File: config.mk
export PLATFORM = sky130hd
export DESIGN_NAME = intersection_scheduler
export DESIGN_NICKNAME = d
export VERILOG_FILES = /design/src/rtl/intersection_scheduler.sv
export SDC_FILE = /design/constraint.sdc
export NUM_CORES = 1
export LEC_CHECK = 0
export CAP_MARGIN = 20
export CORE_MARGIN = 2
export CORE_UTILIZATION = 40
export DETAILED_ROUTE_END_ITERATION = 6
export PLACE_DENSITY_LB_ADDON = 0.25
export SLEW_MARGIN = 20
export SYNTH_ARGS = -nofsm -noshare
export SYNTH_HDL_FRONTEND = slang
export SYNTH_SLANG_ARGS = --single-unit
export TNS_END_PERCENT = 50
File: constraint.sdc
create_clock -name clk -period 2.2 [get_ports clk]
set_clock_uncertainty 0.2 [all_clocks]
set_input_delay 0.44 -clock clk [delete_from_list [all_inputs] [get_ports clk]]
set_output_delay 0.44 -clock clk [all_outputs]
set_load 0.1 [all_outputs]
File: src/rtl/intersection_scheduler.sv
`default_nettype none
// =============================================================================
// Module   : intersection_scheduler
// Brief    : Two-road intersection sequencer (A main, B side, pedestrian phase)
//            with round-robin service; optional NIGHT_MODE_EN flashing mode.
// Revision : 1.0
// =============================================================================
module intersection_scheduler #(
    parameter int CNT_W       = 8,
    parameter int T_GREEN_MIN = 20,
    parameter int T_YELLOW    = 4,
    parameter int T_ALLRED    = 2,
    parameter int T_GREEN_B   = 15,
    parameter int T_PED       = 10,
    parameter int T_FLASH     = 8
) (
    input  logic       clk,
    input  logic       rst,
    input  logic       sensor_b,
    input  logic       ped_btn,
    input  logic       night,
    output logic [2:0] car_a,
    output logic [2:0] car_b,
    output logic       ped_walk,
    output logic       ped_wait,
    output logic [2:0] phase
);

    typedef enum logic [2:0] {
        S_A_GRN   = 3'd0,
        S_A_YEL   = 3'd1,
        S_ALL_RED = 3'd2,
        S_B_GRN   = 3'd3,
        S_B_YEL   = 3'd4,
        S_PED     = 3'd5,
        S_FLASH   = 3'd6
    } state_t;

    localparam logic [CNT_W-1:0] c_grn_last  = CNT_W'(T_GREEN_MIN - 1);
    localparam logic [CNT_W-1:0] c_yel_last  = CNT_W'(T_YELLOW - 1);
    localparam logic [CNT_W-1:0] c_ar_last   = CNT_W'(T_ALLRED - 1);
    localparam logic [CNT_W-1:0] c_grnb_last = CNT_W'(T_GREEN_B - 1);
    localparam logic [CNT_W-1:0] c_ped_last  = CNT_W'(T_PED - 1);
    localparam logic [2:0]       c_red = 3'b100;
    localparam logic [2:0]       c_yel = 3'b010;
    localparam logic [2:0]       c_grn = 3'b001;

    state_t           state_q, state_d;
    logic [CNT_W-1:0] cnt_q, cnt_d;
    logic             pend_b_q, pend_b_d;
    logic             pend_ped_q, pend_ped_d;
    logic             tgt_ped_q, tgt_ped_d;    // 1: pedestrian phase is the pending target
    logic             last_ped_q, last_ped_d;  // 1: pedestrian phase was served last
    logic             from_a_q, from_a_d;      // ALL_RED was entered from A_YEL

`ifdef NIGHT_MODE_EN
    localparam logic [CNT_W-1:0] c_flash_last = CNT_W'(T_FLASH - 1);
    logic flash_off_q, flash_off_d;
`else
    logic w_unused_night;
    assign w_unused_night = night;
`endif

    always_ff @(posedge clk) begin
        if (rst) begin
            state_q    <= S_A_GRN;
            cnt_q      <= '0;
            pend_b_q   <= 1'b0;
            pend_ped_q <= 1'b0;
            tgt_ped_q  <= 1'b0;
            last_ped_q <= 1'b1;
            from_a_q   <= 1'b0;
        end else begin
            state_q    <= state_d;
            cnt_q      <= cnt_d;
            pend_b_q   <= pend_b_d;
            pend_ped_q <= pend_ped_d;
            tgt_ped_q  <= tgt_ped_d;
            last_ped_q <= last_ped_d;
            from_a_q   <= from_a_d;
        end
    end

`ifdef NIGHT_MODE_EN
    always_ff @(posedge clk) begin
        if (rst) flash_off_q <= 1'b0;
        else     flash_off_q <= flash_off_d;
    end
`endif

    always_comb begin
        state_d    = state_q;
        cnt_d      = cnt_q + CNT_W'(1);
        pend_b_d   = pend_b_q | (sensor_b & (state_q != S_B_GRN));
        pend_ped_d = pend_ped_q | (ped_btn & (state_q != S_PED));
        tgt_ped_d  = tgt_ped_q;
        last_ped_d = last_ped_q;
        from_a_d   = from_a_q;
`ifdef NIGHT_MODE_EN
        flash_off_d = flash_off_q;
`endif
        case (state_q)
            S_A_GRN: begin
                if (cnt_q == c_grn_last) begin
                    cnt_d = cnt_q;
`ifdef NIGHT_MODE_EN
                    if (night) begin
                        state_d     = S_FLASH;
                        cnt_d       = '0;
                        pend_b_d    = 1'b0;
                        pend_ped_d  = 1'b0;
                        flash_off_d = 1'b0;
                    end else
`endif
                    if (pend_b_q || pend_ped_q) begin
                        state_d   = S_A_YEL;
                        cnt_d     = '0;
                        // Both pending: serve whichever did not go last.
                        tgt_ped_d = (pend_b_q && pend_ped_q) ? ~last_ped_q : pend_ped_q;
                    end
                end
            end
            S_A_YEL: begin
                if (cnt_q == c_yel_last) begin
                    state_d  = S_ALL_RED;
                    cnt_d    = '0;
                    from_a_d = 1'b1;
                end
            end
            S_ALL_RED: begin
                if (cnt_q == c_ar_last) begin
                    cnt_d    = '0;
                    from_a_d = 1'b0;
                    if (from_a_q) begin
                        last_ped_d = tgt_ped_q;
                        if (tgt_ped_q) begin
                            state_d    = S_PED;
                            pend_ped_d = 1'b0;
                        end else begin
                            state_d  = S_B_GRN;
                            pend_b_d = 1'b0;
                        end
                    end else begin
                        state_d = S_A_GRN;
                    end
                end
            end
            S_B_GRN: begin
                if (cnt_q == c_grnb_last) begin
                    state_d = S_B_YEL;
                    cnt_d   = '0;
                end
            end
            S_B_YEL: begin
                if (cnt_q == c_yel_last) begin
                    state_d  = S_ALL_RED;
                    cnt_d    = '0;
                    from_a_d = 1'b0;
                end
            end
            S_PED: begin
                if (cnt_q == c_ped_last) begin
                    state_d  = S_ALL_RED;
                    cnt_d    = '0;
                    from_a_d = 1'b0;
                end
            end
`ifdef NIGHT_MODE_EN
            S_FLASH: begin
                pend_b_d   = pend_b_q;
                pend_ped_d = pend_ped_q;
                if (!night) begin
                    state_d  = S_ALL_RED;
                    cnt_d    = '0;
                    from_a_d = 1'b0;
                end else if (cnt_q == c_flash_last) begin
                    cnt_d       = '0;
                    flash_off_d = ~flash_off_q;
                end
            end
`endif
            default: begin
                state_d  = S_ALL_RED;
                cnt_d    = '0;
                from_a_d = 1'b0;
            end
        endcase
    end

    always_comb begin
        car_a    = c_red;
        car_b    = c_red;
        ped_walk = 1'b0;
        case (state_q)
            S_A_GRN: car_a    = c_grn;
            S_A_YEL: car_a    = c_yel;
            S_B_GRN: car_b    = c_grn;
            S_B_YEL: car_b    = c_yel;
            S_PED:   ped_walk = 1'b1;
`ifdef NIGHT_MODE_EN
            S_FLASH: begin
                car_a = flash_off_q ? 3'b000 : c_yel;
                car_b = flash_off_q ? 3'b000 : c_yel;
            end
`endif
            default: ;
        endcase
    end

    assign ped_wait = pend_ped_q;
    assign phase    = state_q;

endmodule
`default_nettype wire

# Yosys cells after proc, flatten, opt, wreduce, memory -nomap -nowiden
# Cells that the tools add are included.
dict set report word_totals {
  latch_bits 0
  word_cells 77
  ff_bits 16
  ram_bits 0
  out_inout_bits 11
  input_bits 5
  mem_bits_ro 0
  memories 0
}
dict set report classes {
  reduce_logical 9
  order_cmp 0
  shift 0
  n_mux 33
  div 0
  n_mul 0
  add_sub_neg 1
  n_bitwise 6
  eq_ne 21
}
# cell n
set ops {}
lappend ops {{$mux W8} 6}
lappend ops {{$pmux W8 S5} 1}
lappend ops {{$mux W3} 8}
lappend ops {{$eq A8 B4 Y1 const B} 2}
lappend ops {{$pmux W3 S5} 1}
lappend ops {{$mux W1} 14}
lappend ops {{$ne A2 B2 Y1 const B} 7}
lappend ops {{$pmux W3 S2} 2}
lappend ops {{$add A8 B1 Y8 const B} 1}
lappend ops {{$eq A8 B1 Y1 const B} 1}
lappend ops {{$eq A8 B2 Y1 const B} 1}
lappend ops {{$eq A8 B5 Y1 const B} 1}
lappend ops {{$eq A3 B2 Y1 const B} 2}
lappend ops {{$eq A3 B3 Y1 const B} 2}
lappend ops {{$ne A3 B3 Y1 const B} 2}
lappend ops {{$reduce_and A3 Y1} 2}
lappend ops {{$reduce_and A6 Y1} 1}
lappend ops {{$pmux W1 S5} 1}
lappend ops {{$reduce_and A5 Y1} 1}
lappend ops {{$reduce_or A2 Y1} 2}
lappend ops {{$eq A3 B1 Y1 const B} 1}
lappend ops {{$logic_not A3 Y1} 1}
lappend ops {{$ne A3 B2 Y1 const B} 1}
lappend ops {{$and A1 B1 Y1} 2}
lappend ops {{5 further kinds} 7}

# Longest topological paths before layout
# Gate-level depths: netlist (run 1).
dict set report depth {
  ltp_word 7
  ltp_mapped 8
  mapped_depth_nobuf 7
}

# Worst setup path after synthesis (run 1)
# OpenSTA, ideal clock, no wires.
dict set report synth_timing {
  path_type {register to output}
  from {reg state_q[1], in the netlist phase[1]}
  to {out car_b[2]}
  required_ns 1.560
  path_slack_ns -1.832
  path_stages_with_launch 5
  arrival_ns 3.392
  cell_sequence {dfxtp_1 -> clkbuf_1 -> nand2b_1 -> nor2_1 -> nor2_1}
}
dict set report synth_between {
  elab_chain_len 2
}
# item line_no
set synth_lines {}
lappend synth_lines {{start, declared} 48} ;# state_t state_q, state_d;
lappend synth_lines {{start signal, assigned} 74} ;# state_q <= state_d;
lappend synth_lines {{$eq A3 B3 Y1 or $eq A3 B2 Y1 (tied branches)} 194} ;# case (state_q)
lappend synth_lines {{$pmux W3 S2 (*)} 194}
lappend synth_lines {{end, declared} 23} ;# output logic [2:0] car_b,
# Mark *: on every way between the ends. The rest lies on a longest branch, timed or not.

# Final worst setup path (run 1)
dict set report layout_timing {
  from {reg cnt_q[5]}
  to {reg cnt_q[7]}
}
dict set report layout_between {
  elab_chain_len 3
}
# item line_no
set layout_lines {}
lappend layout_lines {{start, declared} 49} ;# logic [CNT_W-1:0] cnt_q, cnt_d;
lappend layout_lines {{start signal, assigned} 75} ;# cnt_q <= cnt_d;
lappend layout_lines {{$add A8 B1 Y8, or another cell as far along} 93} ;# cnt_d = cnt_q + CNT_W'(1);
lappend layout_lines {{$mux W8, on equally long branches} -}
lappend layout_lines {{$pmux W8 S5} 102} ;# case (state_q)
# Parallel ways exist; a longest one is shown, timed or not.
# A chain may end at the register's enable or synchronous reset.

==> out/qor.log, run 1 <==
[worst_setup_path] worst setup path start cnt_q[5]
[worst_setup_path] critical path data arrival time 2.07 ns
[sta] final-report max-slew violation count 0
[layout] NumNets Final 150
[outcome] status completed
[synth] most common library cells after synthesis sky130_fd_sc_hd__dfxtp_1 (16), sky130_fd_sc_hd__inv_1 (11), sky130_fd_sc_hd__nand2_1 (11)
[sta] number of endpoints failing setup at the final stage 0
[sta] time the final worst path needs with I/O delays and setup 2.07 ns
[pwr] power per standard cell area 675 mW/mm²
[placement] DP Worst Slack 0.156 ns
[worst_setup_path] sequence of cells on the critical path or4_4 -> o221ai_1 -> o221a_2 -> and3_1 -> buf_4 -> nor3_1
[drt] DR pass1 iterations 6
[worst_hold_path] worst min-delay path class register to register
[synth] post-synthesis sequential area ratio 33.8%
[synth] post-synth top area share 33.8%
[synth] largest cells by area after synthesis sky130_fd_sc_hd__dfxtp_1 (34%), sky130_fd_sc_hd__xor2_1 (5.5%), sky130_fd_sc_hd__inv_1 (4.4%)
[sta] slew at the pin closest to its max-slew limit 0.313 ns
[synth] Yosys reg bits 16
[clock_tree] clk_lat worst skew 0.29 ns
[flow_run] count of max-cap constraint violations 0
[layout] layout-stage area growth over the synthesis result 41.2%
[worst_setup_path] Req. time, crit path 2.19 ns
[clock_tree] H-Tree Depth 1
[synth] Distinct cells, synth 39
[clock_tree] TritonCTS clock tree built
[synth] number of flops mapped to enable cells by yosys 0
[floorplanning] IO Pins 16
[floorplanning] Rows 17
[worst_setup_path] category of the worst setup path launch point register
[sta] period utilization 94.3%
[floorplanning] die area 0.00277 mm²
[drt] sum of routed wire length over all layers 2260 µm
[synth] fraction of registers with async set or reset after synthesis 0%
[drt] detailed-route via count 927
[sta] maximum clock rate 482 MHz
[sta] final worst-path setup slack 0.126 ns
[drt] Via density 5.49
[synth] net count of the mapped netlist 126
[clock_tree] clock buffers created by TritonCTS 3
[worst_setup_path] number of cells on the worst reg-to-reg path 6
[sta] Final Hold Vio Count 0
[placement] Final HPWL DP 1770 µm
[worst_setup_path] worst reg2reg setup slack 0.13 ns
[floorplanning] vertical die dimension 52.7 µm
[clock_tree] clock-pin transition on the worst setup and hold timing paths 0.09 ns
[grt] initial antenna violation count 0
[layout] filler cell count in the final layout 198
[synth] mean cell area of the mapped netlist 8.03 µm²
[pwr] leakage power summed over all cells 0.000546 µW
[worst_setup_path] Reg2Reg Launch Point cnt_q[5]
[placement] placer's final routability congestion estimate 0.743
[synth] most frequent cell after synthesis sky130_fd_sc_hd__dfxtp_1
[grt] via count of the first global-routing pass 880
[layout] count of antenna diodes in the layout 0
[drt] Routed WL per cell 13.4 µm
[floorplanning] Core Footprint 0.00223 mm²
[layout] share of cells above drive strength 1 27.7%
[synth] top cell type by total area after synthesis sky130_fd_sc_hd__dfxtp_1
[drt] ANT nets after route 0
[synth] Warnings, synthesis 0
[grt] wire length of the first global-routing pass 3800 µm
[worst_setup_path] highest-delay cell along the critical path sky130_fd_sc_hd__or4_4
[synth] Top FF cell, synth sky130_fd_sc_hd__dfxtp_1
[worst_setup_path] slowest cell delay on critical path 0.57 ns
[worst_setup_path] worst flop-to-flop path endpoint cnt_q[7]
[clock_tree] CTS hold repair buffers 0
[worst_setup_path] start-to-end type of the worst setup path register to register
[pwr] Max rail drop VDD 433 µV
[worst_setup_path] worst-path maximum fanout 4
[grt] Total GRT Usage 19.2%
[sta] worst slew margin relative to its limit 78.9%
[synth] Synth Instances 118
[grt] maximum number of pins on one net before global-route repair 14
[clock_tree] buffers from clock root to sink, at most 2
[synth] cell area after synthesis 947 µm²
[floorplanning] die width 52.7 µm
[worst_setup_path] CP endpoint cnt_q[7]
[sta] unrepaired setup endpoints after global routing false
[grt] leftover overflow at the end of global routing 0
[clock_tree] TritonCTS sink count 16
[floorplanning] starting density of the core 42.4%
[clock_tree] cell chosen for the clock root sky130_fd_sc_hd__clkbuf_4
[drt] post-route DRC violation count 0
[placement] number of I/O port buffers 14
[worst_setup_path] type of destination of the critical path register
[drt] first-iteration detailed-routing DRC count 19
[layout] final design utilization 59.9%
flip-flops by register name (all words and copies together) (netlist names):
register and cells:
phase 3, tgt_ped_q 1, ped_wait 1, last_ped_q 1
cnt_q 8, from_a_q 1, pend_b_q 1
placed cells by master, fill, tap and decap left out, types with 2 or more instances in the layout:
cell,Yosys,final
sky130_fd_sc_hd__nand4_1,3,3
sky130_fd_sc_hd__nor2_4,0,2
sky130_fd_sc_hd__nand3_1,3,3
sky130_fd_sc_hd__clkbuf_4,0,3
sky130_fd_sc_hd__a21oi_1,7,7
sky130_fd_sc_hd__o31ai_1,2,2
sky130_fd_sc_hd__clkinvlp_4,0,2
sky130_fd_sc_hd__nand3b_1,3,3
sky130_fd_sc_hd__nor2_1,7,5
sky130_fd_sc_hd__dfxtp_1,16,13
sky130_fd_sc_hd__nor3_1,7,7
sky130_fd_sc_hd__nand2b_1,2,2
sky130_fd_sc_hd__ha_1,3,3
sky130_fd_sc_hd__clkdlybuf4s50_1,0,3
sky130_fd_sc_hd__dfxtp_4,0,2
sky130_fd_sc_hd__xor2_1,6,6
sky130_fd_sc_hd__buf_12,0,10
sky130_fd_sc_hd__nor2b_1,3,2
sky130_fd_sc_hd__and2_1,2,2
sky130_fd_sc_hd__mux2i_1,3,3
sky130_fd_sc_hd__inv_1,11,9
sky130_fd_sc_hd__buf_4,1,12
sky130_fd_sc_hd__nand2_1,11,11
sky130_fd_sc_hd__and3_1,3,3
sky130_fd_sc_hd__nor3_2,2,2
metal layers:
metal,GRT usage [%],routed length [µm]
met1,22.8,997
met3,6.00,143
met5,0,0
met4,10.3,39
met2,30.6,1080
kinds of logic after synthesis:
group | after synthesis | synth area share (%)
flip-flops | 16 | 33.8
multiplexers | 3 | 3.17
AO/OA/AOI/OAI | 21 | 15.1
AND/OR/NAND/NOR | 52 | 30.4
adder cells (fa/ha/maj) | 3 | 3.96
XOR/XNOR | 6 | 5.55
buffers and inverters | 17 | 8.06
stage by stage:
step                TNS (ns)  hold slack, ns  cell area, µm²  power (µW)  instances
floorplan              -2.56           0.226            1000         599        118
finish                     0           0.279            1340         903        169
detailed placement         0           0.264            1290         714        164
global placement           0           0.246            1290         709        164
global route               0           0.310            1340         952        169
CTS                        0           0.286            1330         910        168
power breakdown:
group,switching (µW),internal [µW],total [µW]
logic,214,146,360
registers,35.3,312,347
clock network,94.7,101,196
critical path, delay by kind of cell (launching register included):
family	cells	cell delay, ns
buffers and inverters	1	0.17
AO/OA/AOI/OAI	2	0.41
flip-flops	1	0.33
AND/OR/NAND/NOR	3	0.87
worst min path at each step:
| stage | startpoint | end | cells after the start |
|---|---|---|---|
| finish | last_ped_q | last_ped_q | 1 |
| floorplan | last_ped_q | last_ped_q | 1 |
| global route | last_ped_q | last_ped_q | 1 |
| detailed placement | last_ped_q | last_ped_q | 1 |
| global placement | last_ped_q | last_ped_q | 1 |
| CTS | last_ped_q | last_ped_q | 1 |
final cells by class:
| cell class | count | area, µm² | area share (%) |
|---|---|---|---|
| flip-flops and latches | 16 | 329 | 24.6 |
| well taps | 28 | 35.0 | 2.62 |
| multi-input cells | 85 | 568 | 42.5 |
| inverters | 11 | 48.8 | 3.65 |
| clock buffers | 4 | 36.3 | 2.71 |
| repair buffers | 25 | 320 | 23.9 |
timing repair:
item                                    4_1_cts  5_1_grt
setup buffers                                 0        1
endpoints found under the setup margin        0        1
endpoints found under the hold margin         0        0
gates resized for setup                       0        0
No activity file was read; power rests on OpenSTA's default activity.
==> run 2, diff against run 1 <==
- PLACE_DENSITY: not set -> 0.66
- PLACE_DENSITY_LB_ADDON: 0.25 -> not set
==> run 2 against run 1 <==
  * Clock power about the same
  * Die area unchanged
  * Non-clock buffer count decreased by 5
  * Via count decreased by 2.9%
  * Cell count decreased by 3.0%
  * Critical path depth decreased by 1
  * Sequential share of layout area increased by 0.64 points
  * Sequential power increased by 1%
  * Worst setup slack got worse by 0.032 ns
  * First-iteration DRC count increased by 100%
  * Count of clock-buffer cells in the layout unchanged
  * Largest cell class unchanged
==> out/qor.log, run 2 (synthesis gave the netlist of run 1 again) <==
[grt] initial antenna violation count 0
[layout] Non-Filler Cell Area, Final 0.00130 mm²
[drt] first-iteration detailed-routing DRC count 38
[placement] placer's final routability congestion estimate 0.784
[worst_setup_path] worst reg2reg setup slack 0.09 ns
[layout] filler cell count in the final layout 204
[grt] Total GRT Usage 17.5%
[clock_tree] TritonCTS clock tree built
[outcome] status completed
[pwr] overall power of the completed layout 898 µW
[sta] unrepaired setup endpoints after global routing true
[layout] layout-stage area growth over the synthesis result 37.6%
[floorplanning] Rows 17
[worst_setup_path] start-to-end type of the worst setup path register to register
[sta] worst slew margin relative to its limit 81.4%
[worst_setup_path] highest-delay cell along the critical path sky130_fd_sc_hd__or4_4
[placement] Final HPWL DP 1660 µm
[placement] number of I/O port buffers 14
[drt] sum of routed wire length over all layers 2110 µm
[placement] placed cell area 0.00126 mm²
[clock_tree] clk_lat worst skew 0.29 ns
[sta] time the final worst path needs with I/O delays and setup 2.11 ns
[floorplanning] die width 52.7 µm
[worst_setup_path] Req. time, crit path 2.22 ns
[clock_tree] clock-pin transition on the worst setup and hold timing paths 0.10 ns
[floorplanning] die area 0.00277 mm²
[grt] maximum number of pins on one net before global-route repair 14
[floorplanning] starting density of the core 42.4%
[clock_tree] H-Tree Depth 1
[drt] ANT nets after route 0
[pwr] leakage power summed over all cells 0.000520 µW
[worst_setup_path] number of cells on the worst reg-to-reg path 5
[grt] via count of the first global-routing pass 839
[layout] count of antenna diodes in the layout 0
[layout] most used cells in the layout excluding fill and tap cells sky130_fd_sc_hd__dfxtp_1 (13), sky130_fd_sc_hd__nand2_1 (11), sky130_fd_sc_hd__buf_12 (10)
[clock_tree] clock buffers created by TritonCTS 3
[floorplanning] IO Pins 16
[drt] Routed WL per cell 12.8 µm
[worst_setup_path] worst flop-to-flop path endpoint phase[1]
[floorplanning] vertical die dimension 52.7 µm
[grt] wire length of the first global-routing pass 3580 µm
[sta] period utilization 95.7%
[sta] maximum clock rate 475 MHz
[layout] Largest Register cnt_q
[drt] Via density 5.49
[sta] final-report max-slew violation count 0
[worst_setup_path] critical path data arrival time 2.12 ns
[worst_setup_path] type of destination of the critical path register
[worst_setup_path] category of the worst setup path launch point register
[worst_setup_path] worst setup path start cnt_q[5]
[worst_setup_path] sequence of cells on the critical path or4_4 -> o221ai_1 -> o221a_2 -> and3_2 -> mux2i_1
[drt] post-route DRC violation count 0
[sta] Final Hold Vio Count 0
[layout] max FFs per register 8
[drt] DR pass1 iterations 4
[layout] NumNets Final 145
[drt] detailed-route via count 900
[worst_setup_path] Reg2Reg Launch Point cnt_q[5]
[layout] most common cell after layout, fill and taps aside sky130_fd_sc_hd__dfxtp_1
[worst_setup_path] slowest cell delay on critical path 0.58 ns
[pwr] Max rail drop VDD 475 µV
[clock_tree] buffers from clock root to sink, at most 2
[grt] leftover overflow at the end of global routing 0
[flow_run] count of max-cap constraint violations 0
[pwr] power per standard cell area 688 mW/mm²
[sta] number of endpoints failing setup at the final stage 0
[clock_tree] CTS hold repair buffers 0
[clock_tree] TritonCTS sink count 16
[sta] slew at the pin closest to its max-slew limit 0.278 ns
[worst_hold_path] worst min-delay path class register to register
[floorplanning] Core Footprint 0.00223 mm²
[layout] share of cells above drive strength 1 26.5%
[clock_tree] cell chosen for the clock root sky130_fd_sc_hd__clkbuf_4
[worst_setup_path] worst-path maximum fanout 6
[worst_setup_path] CP endpoint phase[1]
-- run 2: where the power goes --
group | total, µW | internal, µW | switching (µW) | leakage [µW]
combinational | 352 | 141 | 211 | 0.000366
clock | 195 | 101 | 94.3 | 0.0000210
sequential | 351 | 312 | 38.9 | 0.000132
-- run 2: cell type report --
class | instances | area, µm² | area share [%]
well taps | 28 | 35.0 | 2.69
repair buffers | 20 | 283 | 21.7
inverters | 11 | 48.8 | 3.74
clock buffers | 4 | 36.3 | 2.78
flip-flops and latches | 16 | 329 | 25.2
multi-input cells | 85 | 572 | 43.9
-- run 2: what timing repair did --
action / CTS / global route
gates resized for setup: 0 / 2
setup buffers: 0 / 1
setup endpoints to repair: 0 / 8
-- run 2: worst min path at each step --
stage	end	cells past startpoint	slack, ns	startpoint
CTS	last_ped_q	1	0.29	last_ped_q
detailed placement	last_ped_q	1	0.27	last_ped_q
finish	last_ped_q	1	0.29	last_ped_q
floorplan	last_ped_q	1	0.23	last_ped_q
global placement	last_ped_q	1	0.24	last_ped_q
global route	last_ped_q	1	0.31	last_ped_q
-- run 2: routing by layer --
| layer | vias to the layer above | routed length (µm) | global-route usage, % |
|---|---|---|---|
| met5 | - | 0 | 0 |
| li1 | 449 | - | - |
| met4 | 0 | 28 | 9.40 |
| met1 | 426 | 987 | 22.2 |
| met3 | 4 | 73 | 2.57 |
| met2 | 21 | 1020 | 28.3 |
-- run 2: worst max-delay path, delay by kind of cell, from the launching register on --
| kind | cells | cell delay [ns] |
|---|---|---|
| compound gates | 2 | 0.44 |
| flops | 1 | 0.35 |
| mux | 1 | 0.20 |
| simple gates | 2 | 0.85 |
-- run 2: per-stage QoR --
stage	utilization [%]	hold WS (ns)	setup WS, ns	std cells	TNS [ns]
2_1_floorplan	-	0.226	-0.507	118	-2.56
3_3_place_gp	56.2	0.243	0.110	159	0
3_5_place_dp	56.2	0.268	0.0546	159	0
4_1_cts	57.9	0.291	0.0343	163	0
5_1_grt	58.4	0.311	-0.00288	164	-0.00318
6_report	58.4	0.289	0.0940	164	0
==> run 3, diff against run 2 <==
- ABC_CLOCK_PERIOD_IN_PS: not set -> 2200
==> results of run 3 <==
The final DEF is identical to that of run 2; final timing and power are the same.
